`src/rtl/keypad_input_unit_if.sv`:
```
// Keypad-to-core bus: debounced key level/code in, operand/operator/status out.
//   IN_key_down, IN_key_code     : scanner -> keypad unit
//   OUT_SRCH/L, OUT_DSTH/L       : first/second operand bytes
//   OUT_ALU_OP, OUT_finish       : latched operator, one-cycle complete pulse
//   OUT_state, OUT_flag          : entry phase and digits typed in current operand
interface keypad_input_unit_if;
  logic       IN_key_down;
  logic [3:0] IN_key_code;
  logic [7:0] OUT_SRCH;
  logic [7:0] OUT_SRCL;
  logic [7:0] OUT_DSTH;
  logic [7:0] OUT_DSTL;
  logic [3:0] OUT_ALU_OP;
  logic       OUT_finish;
  logic [1:0] OUT_state;
  logic [1:0] OUT_flag;

  // Keypad unit side
  modport master (
    input  IN_key_down, IN_key_code,
    output OUT_SRCH, OUT_SRCL, OUT_DSTH, OUT_DSTL,
           OUT_ALU_OP, OUT_finish, OUT_state, OUT_flag
  );

  // Scanner/core side
  modport slave (
    output IN_key_down, IN_key_code,
    input  OUT_SRCH, OUT_SRCL, OUT_DSTH, OUT_DSTL,
           OUT_ALU_OP, OUT_finish, OUT_state, OUT_flag
  );
endinterface

```
`src/rtl/keypad_input_unit.sv`:
```
// Keypad input unit: accumulates decimal key digits into 16-bit operands,
// latches the operator and pulses finish on '=' after the second operand.
// Ports:
//   IN_clk : system clock
//   IN_rst : synchronous active-high reset
//   bus    : keypad_input_unit_if.master (key inputs, operand/status outputs)
// All outputs are registered; a key is accepted on the rising edge of
// IN_key_down only.
module keypad_input_unit #(
  parameter int unsigned MAX_DIGITS = 3,
  parameter logic [3:0]  KEY_EQ     = 4'hF
) (
  input  logic                   IN_clk,
  input  logic                   IN_rst,
  keypad_input_unit_if.master    bus
);

  localparam int unsigned OPW = 16;
  localparam logic [1:0]  FLAG_MAX   = 2'(MAX_DIGITS);
  localparam logic [3:0]  DIGIT_LAST = 4'd9;
  localparam logic [3:0]  OP_FIRST   = 4'hA;
  localparam logic [3:0]  OP_LAST    = 4'hE;

  typedef enum logic [1:0] {
    S_WAIT   = 2'd0,
    S_FIRST  = 2'd1,
    S_OP     = 2'd2,
    S_SECOND = 2'd3
  } state_t;

  state_t           state_q, state_d;
  logic [OPW-1:0]   src_q, src_d;
  logic [OPW-1:0]   dst_q, dst_d;
  logic [3:0]       op_q, op_d;
  logic [1:0]       flag_q, flag_d;
  logic             finish_q, finish_d;
  logic             key_prev_q;

  logic             accept_c;
  logic             is_digit_c;
  logic             is_op_c;
  logic             is_eq_c;
  logic             room_c;
  logic [OPW-1:0]   digit_c;
  logic [OPW-1:0]   src_acc_c;
  logic [OPW-1:0]   dst_acc_c;

  // Key classification and decimal accumulation (max 999, never overflows)
  assign accept_c   = bus.IN_key_down & ~key_prev_q;
  assign is_eq_c    = (bus.IN_key_code == KEY_EQ);
  assign is_digit_c = (bus.IN_key_code <= DIGIT_LAST) & ~is_eq_c;
  assign is_op_c    = (bus.IN_key_code >= OP_FIRST) & (bus.IN_key_code <= OP_LAST) & ~is_eq_c;
  assign room_c     = (flag_q < FLAG_MAX);
  assign digit_c    = {12'd0, bus.IN_key_code};
  assign src_acc_c  = OPW'(src_q * 16'd10) + digit_c;
  assign dst_acc_c  = OPW'(dst_q * 16'd10) + digit_c;

  // Next-state and output values; everything holds unless a key is accepted
  always_comb begin
    state_d  = state_q;
    src_d    = src_q;
    dst_d    = dst_q;
    op_d     = op_q;
    flag_d   = flag_q;
    finish_d = 1'b0;
    if (accept_c) begin
      unique case (state_q)
        S_WAIT: begin
          if (is_digit_c) begin
            state_d = S_FIRST;
            src_d   = digit_c;
            dst_d   = '0;
            op_d    = 4'h0;
            flag_d  = 2'd1;
          end else if (is_op_c) begin
            // Chaining: keep SRC so the core reuses its stored result
            state_d = S_OP;
            op_d    = bus.IN_key_code;
            dst_d   = '0;
            flag_d  = 2'd0;
          end
        end
        S_FIRST: begin
          if (is_digit_c) begin
            if (room_c) begin
              src_d  = src_acc_c;
              flag_d = flag_q + 2'd1;
            end
          end else if (is_op_c) begin
            state_d = S_OP;
            op_d    = bus.IN_key_code;
            flag_d  = 2'd0;
          end
        end
        S_OP: begin
          if (is_digit_c) begin
            state_d = S_SECOND;
            dst_d   = digit_c;
            flag_d  = 2'd1;
          end else if (is_op_c) begin
            op_d = bus.IN_key_code;
          end
        end
        S_SECOND: begin
          if (is_digit_c) begin
            if (room_c) begin
              dst_d  = dst_acc_c;
              flag_d = flag_q + 2'd1;
            end
          end else if (is_eq_c) begin
            state_d  = S_WAIT;
            flag_d   = 2'd0;
            finish_d = 1'b1;
          end
        end
        default: state_d = S_WAIT;
      endcase
    end
  end

  // State and output registers
  always_ff @(posedge IN_clk) begin
    if (IN_rst) begin
      state_q    <= S_WAIT;
      src_q      <= '0;
      dst_q      <= '0;
      op_q       <= 4'h0;
      flag_q     <= 2'd0;
      finish_q   <= 1'b0;
      key_prev_q <= 1'b0;
    end else begin
      state_q    <= state_d;
      src_q      <= src_d;
      dst_q      <= dst_d;
      op_q       <= op_d;
      flag_q     <= flag_d;
      finish_q   <= finish_d;
      key_prev_q <= bus.IN_key_down;
    end
  end

  assign bus.OUT_SRCH   = src_q[15:8];
  assign bus.OUT_SRCL   = src_q[7:0];
  assign bus.OUT_DSTH   = dst_q[15:8];
  assign bus.OUT_DSTL   = dst_q[7:0];
  assign bus.OUT_ALU_OP = op_q;
  assign bus.OUT_finish = finish_q;
  assign bus.OUT_state  = state_q;
  assign bus.OUT_flag   = flag_q;

endmodule

```
`src/flat_wrapper.sv`:
```
// flat-port wrapper written by rule: the top's interface ports become plain ports
module keypad_input_unit_flat 
#(
  parameter int unsigned MAX_DIGITS = 3,
  parameter logic [3:0]  KEY_EQ     = 4'hF
)
  (IN_clk, IN_rst, bus_IN_key_down, bus_IN_key_code, bus_OUT_SRCH, bus_OUT_SRCL, bus_OUT_DSTH, bus_OUT_DSTL, bus_OUT_ALU_OP, bus_OUT_finish, bus_OUT_state, bus_OUT_flag);
  keypad_input_unit_if bus_i ();
  input  logic IN_clk;
  input  logic IN_rst;
  input wire logic [$bits(bus_i.IN_key_down)-1:0] bus_IN_key_down;
  input wire logic [$bits(bus_i.IN_key_code)-1:0] bus_IN_key_code;
  output wire logic [$bits(bus_i.OUT_SRCH)-1:0] bus_OUT_SRCH;
  output wire logic [$bits(bus_i.OUT_SRCL)-1:0] bus_OUT_SRCL;
  output wire logic [$bits(bus_i.OUT_DSTH)-1:0] bus_OUT_DSTH;
  output wire logic [$bits(bus_i.OUT_DSTL)-1:0] bus_OUT_DSTL;
  output wire logic [$bits(bus_i.OUT_ALU_OP)-1:0] bus_OUT_ALU_OP;
  output wire logic [$bits(bus_i.OUT_finish)-1:0] bus_OUT_finish;
  output wire logic [$bits(bus_i.OUT_state)-1:0] bus_OUT_state;
  output wire logic [$bits(bus_i.OUT_flag)-1:0] bus_OUT_flag;
  assign bus_i.IN_key_down = bus_IN_key_down;
  assign bus_i.IN_key_code = bus_IN_key_code;
  assign bus_OUT_SRCH = bus_i.OUT_SRCH;
  assign bus_OUT_SRCL = bus_i.OUT_SRCL;
  assign bus_OUT_DSTH = bus_i.OUT_DSTH;
  assign bus_OUT_DSTL = bus_i.OUT_DSTL;
  assign bus_OUT_ALU_OP = bus_i.OUT_ALU_OP;
  assign bus_OUT_finish = bus_i.OUT_finish;
  assign bus_OUT_state = bus_i.OUT_state;
  assign bus_OUT_flag = bus_i.OUT_flag;
  keypad_input_unit #(.MAX_DIGITS(MAX_DIGITS), .KEY_EQ(KEY_EQ)) u_core (.IN_clk(IN_clk), .IN_rst(IN_rst), .bus(bus_i));
endmodule
```
`config.mk`:
```
export PLATFORM = sky130hd
export DESIGN_NAME = keypad_input_unit_flat
export DESIGN_NICKNAME = d
export VERILOG_FILES = /design/src/rtl/keypad_input_unit_if.sv /design/src/rtl/keypad_input_unit.sv /design/src/flat_wrapper.sv
export SDC_FILE = /design/constraint.sdc
export NUM_CORES = 1
export LEC_CHECK = 0
export CORE_ASPECT_RATIO = 1.2
export CORE_MARGIN = 2
export CORE_UTILIZATION = 50
export DETAILED_ROUTE_END_ITERATION = 16
export HOLD_SLACK_MARGIN = 0.12
export PLACE_DENSITY = 0.73
export SLEW_MARGIN = 20
export SYNTH_ARGS = -nofsm -noshare
export SYNTH_HDL_FRONTEND = slang
export SYNTH_SLANG_ARGS = --single-unit
```
`constraint.sdc`:
```
create_clock -name IN_clk -period 3.58 [get_ports IN_clk]
set_clock_uncertainty 0.2 [all_clocks]
set_input_delay 0.537 -clock IN_clk [delete_from_list [all_inputs] [get_ports IN_clk]]
set_output_delay 0.537 -clock IN_clk [all_outputs]
set_load 0.005 [all_outputs]
```
Word level (Yosys, flattened, before mapping)
Cells that the tools add are included.

Register bits: 42. Bits of input ports: 7. Output and inout port bits: 41. Logic and storage cells: 79.

Add/sub/neg operators: 3. Multiply operators: 2. Magnitude comparators: 4. Eq/ne operators: 16. Muxes and demuxes: 28. Bitwise gates (word level): 8. Reduce and logical (&&, ||, !) cells: 11.

Operators by type and width (count): two-way mux 16 bit (7); one-hot mux 16 bit (3 select lines) (1); adder 16 x 4 -> 16 bit (2); multiplier 16 x 3 -> 15 bit (second input constant) (2); one-hot mux 16 bit (2 select lines) (1); two-way mux 2 bit (12); one-hot mux 2 bit (4 select lines) (2); != test 2 x 1 -> 1 bit (second input constant) (7); two-way mux 4 bit (3); AND reduction 5 bit (2); <= comparator 4 bit (second input constant) (2); one-hot mux 4 bit (2 select lines) (1); != test 2 bit (second input constant) (3); != test 3 x 1 -> 1 bit (second input constant) (2); AND reduction 3 bit (2); AND reduction 6 bit (1); bitwise AND 1 bit (4); equality test 2 bit (second input constant) (2); equality test 4 bit (second input constant) (1); greater-or-equal comparator 4 bit (second input constant) (1); inverter 1 bit (4); nonzero test 2 bit (2); OR reduction 4 bit (1); nonzero test 3 bit (1); other kinds (6) (6).

Logic depth before layout (Yosys ltp)
Gate-level depths: netlist of run 1.

Depth in word-level cells: 6. Gate-level depth with buffers: 10. Gate-level depth less buffers: 10.

Least setup slack after synthesis of run 1
Ideal clock, no wire load.

Path kind: reg2reg. Start point: register u_core.dst_q[1]. End point: register u_core.dst_q[15]. Setup time: 0.117 ns. Arrival time: 2.938 ns. Required time: 3.263 ns. Path slack: 0.326 ns. Cell stages (with the launch flop): 11. Buffers on the path: 0. Clock period less this slack: 3.254 ns. Path through: dfxtp_1 > ha_1 > ha_1 > fa_1 > a211oi_1 > nor2_1 > o221a_2 > nor4b_1 > nand4_1 > xnor2_1 > a22o_1.

Longest elaborated chain between the ends: 5.

Ends and longest elaborated chain: start: declaration (RTL line keypad_input_unit.sv:33) `logic [OPW-1:0] dst_q, dst_d;`; start signal: assignment (RTL line keypad_input_unit.sv:134) `dst_q <= dst_d;`; multiplier 16 x 3 -> 15 bit (RTL line keypad_input_unit.sv:56) `assign dst_acc_c = OPW'(dst_q * 16'd10) + digit_c;`; adder 16 x 4 -> 16 bit (RTL line keypad_input_unit.sv:56); two-way mux 16 bit (RTL line keypad_input_unit.sv:106) `if (room_c) begin`; two-way mux 16 bit (RTL line keypad_input_unit.sv:105) `if (is_digit_c) begin`; one-hot mux 16 bit (3 select lines) (RTL line keypad_input_unit.sv:67) `unique case (state_q)`.

Every way passes these cells. The select of a mux whose other input is x is not followed. A chain may end at the register's enable or synchronous reset.

Worst setup path in the final report of run 1
Start point: register u_core.dst_q[3]. End point: register u_core.dst_q[15].

Same word-level chain as after synthesis.

==> run_results.csv, run 1 <==
group,metric,value,unit
run_status,status,"finished, final reports clean",
die,die_width,84.7,um
clock_network,clock-sinks,42,
place,post_dp_cell_area,4510,um^2
synthesis,yosysTopAreaCell,"dfxtp_1",
synthesis,synth_area_per_cell,8.11,um^2
die,pin_count,48,
layout,syn_to_final_growth,17.8,%
synthesis,ys_types,57,
place,place_congestion,0.913,
clock_network,clk_latency,0.29,ns
setup_path,cp_data_arrival_time,3.34,ns
setup_path,cp_max_fo,4,
layout,antenna_cells,0,
clock_network,cts_buffers,5,
grt,antenna_found_initial,0,
place,port-buffer-count,47,
sta,fin_hold_ws,0.258,ns
die,rows,35,
routing,drt-total-wl,10000,um
synthesis,syn_nets,551,
sta,tightest_slew,0.646,ns
setup_path,path_buf_inv,0,
place,dp_hpwl,8010,um
layout,instances_no_fill,622,
layout,fill_cells,696,
layout,drive_gt1_frac,0.0491,
sta,drv_slew,0,
layout,final_area,4610,um^2
setup_path,critPathLaunchType,"flip-flop",
die,core,7620,um^2
setup_path,crit_path_cell_trace,"ha_1 > ha_1 > fa_1 > a211oi_2 > nor2_1 > o221a_2 > nor4b_1 > nand4_1 > xnor2_1 > a22o_1",
synthesis,synth_top_area_frac,0.215,
clock_network,cts_root_buf,"clkbuf_8",
synthesis,synth-seq-area-share,0.215,
power,total_leakage_power,1.95,nW
sta,tns,0,ns
setup_path,critPathCaptureType,"flip-flop",
worst_hold_path,hp-class,"reg -> reg",
routing,post_drt_via_cell_ratio,6.06,
synthesis,yosysWarnings,0,
synthesis,yosys-top-cells-count,"ha_1, nor2_1, dfxtp_1, a21oi_1, nand2_1",
sta,max_freq,298,MHz
clock_network,cts_max_level,2,
layout,multiInputGateArea,2950,um^2
routing,drc_errors,0,
routing,routed-via-count,3767,
synthesis,synth_flop_cell,"dfxtp_1",
layout,final_nets,598,
routing,detailedRoute.firstIterationViolations,211,
synthesis,synth-edff-count,0,
job,drv_cap,0,
synthesis,synthTopCellsByArea,"dfxtp_1, ha_1, xnor2_1, a21oi_1, nor2_1",
layout,final-seq-area,841,um^2
die,dieArea,8550,um^2
setup_path,worstPathRequired,3.57,ns
grt,grt_pass1_vias,3642,
clock_network,cts_tree,"done",
setup_path,crit_path_max_incr_delay,0.45,ns
sta,hold_viol,0,
routing,ant_nets,0,
clock_network,clockBufferDepth,2,
routing,routedWlPerCell,16.1,um
sta,slew_headroom,0.567,
die,die_y,101,um
synthesis,synth_cells,482,
synthesis,syn-cell-area,3910,um^2
place,dpl.cell_count,614,
synthesis,async_flop_share,0,
sta,fin_crit,3.35,ns
sta,post-route-period-util,0.936,
power,vdd_drop_max,183,uV
synthesis,ys_seq_elements,42,
setup_path,cp_top_family,"adder cells",
synthesis,yosysMostFrequentCell,"ha_1",
die,start_util,0.513,
sta,rsz0062_at_grt,"no",
power,cellPowerDensity,233,nW/um^2
clock_network,clk_pin_slew_worst_paths,0.08,ns
setup_path,critPathSlowestCell,"fa_1",
setup_path,path_common_cell,"ha_1",
grt,grtUsageTotal,0.234,
grt,grt_start_max_net_pins,17,
setup_path,crit_type,"reg -> reg",
sta,finalSetupViolCount,0,
grt,grt_overflow,0,
grt,grt_pass1_wl,16600,um
routing,drt-pass1-iter-count,5,
==> metrics by stage <==
stage / setup WS (ns) / power [W] / utilization
floorplan: 0.326 / 0.000667 / -
global placement: 0.325 / 0.000748 / 0.591
detailed placement: 0.200 / 0.000755 / 0.591
CTS: 0.197 / 0.00108 / 0.604
global route: 0.0654 / 0.00113 / 0.604
finish: 0.230 / 0.00107 / 0.604
==> final timing paths <==
check	to	startpoint	cells after the start	slack (ns)
max reg2reg	u_core.dst_q[15]	u_core.dst_q[3]	10	0.23
min	u_core.src_q[15]	u_core.src_q[15]	2	0.26
max	u_core.dst_q[15]	u_core.dst_q[3]	10	0.23
min reg2reg	u_core.src_q[15]	u_core.src_q[15]	2	0.26
==> where the power goes <==
part           internal (W)  switching, W
registers          0.000482     0.0000149
logic              0.000109      0.000143
clock network      0.000155      0.000169
total              0.000745      0.000326
==> tightest hold or removal path: stages (launching register included) <==
cell and delay (ns):
dfxtp_1 0.32, nand2_1 0.05, o21ai_1 0.05
==> cell usage in the layout, fill, tap and decap left out, drive strengths merged, types with 7 or more instances in the layout <==
cell type / netlist / routed
a211oi: 13 / 13
a21oi: 38 / 38
a22oi: 12 / 12
buf: 1 / 10
clkdlybuf4s50: 0 / 47
dfxtp: 42 / 42
ha: 58 / 58
inv: 15 / 15
nand2: 35 / 35
nand2b: 7 / 7
nand3: 11 / 11
nor2: 50 / 50
nor3: 16 / 16
o211ai: 8 / 8
o21a: 7 / 7
o21ai: 28 / 28
xnor2: 23 / 23
xor2: 14 / 14
==> registers in the layout, summed over array words and instances (netlist names) <==
name                   count
u_core.bus.OUT_ALU_OP      4
u_core.bus.OUT_finish      1
u_core.bus.OUT_flag        2
u_core.bus.OUT_state       2
u_core.dst_q              16
u_core.key_prev_q          1
u_core.src_q              16
==> logic make-up after synthesis <==
group | Yosys count | share of synthesized area
AOI/OAI and AO/OA | 144 | 0.246
xor gates and xnor gates | 37 | 0.0829
DFF | 42 | 0.215
and+or+nand+nor | 162 | 0.211
buffers and inverters | 32 | 0.0310
muxes | 3 | 0.00768
adders and majority gates | 62 | 0.206
==> layer usage <==
| metal | GRT usage | part of all wire | up-vias |
|---|---|---|---|
| li1 | - | - | 1883 |
| met1 | 0.266 | 0.42 | 1795 |
| met2 | 0.458 | 0.54 | 73 |
| met3 | 0.0319 | 0.031 | 16 |
| met4 | 0.0537 | 0.015 | 0 |
| met5 | 0 | 0 | - |
==> cell type report <==
type | instances | share of cell area
clock buffer | 6 | 0.0179
multi-input combinational | 408 | 0.641
tap | 92 | 0.0250
inverter | 15 | 0.0122
timing repair buffer | 57 | 0.118
sequential | 42 | 0.183
clock inverter | 2 | 0.00272
==> what timing repair did <==
| item | in CTS | in global routing |
|---|---|---|
| endpoints found under the setup margin | 0 | 1 |
| resized for setup | 0 | 1 |
| setup buffers | 0 | 0 |
| hold buffers | 0 | 0 |
(Power assumes the default switching activity.)
==> run 2, diff against run 1 <==
- SLEW_MARGIN: 20 -> not set
==> results of run 2 <==
The final DEF is identical to that of run 1; final timing and power are the same.
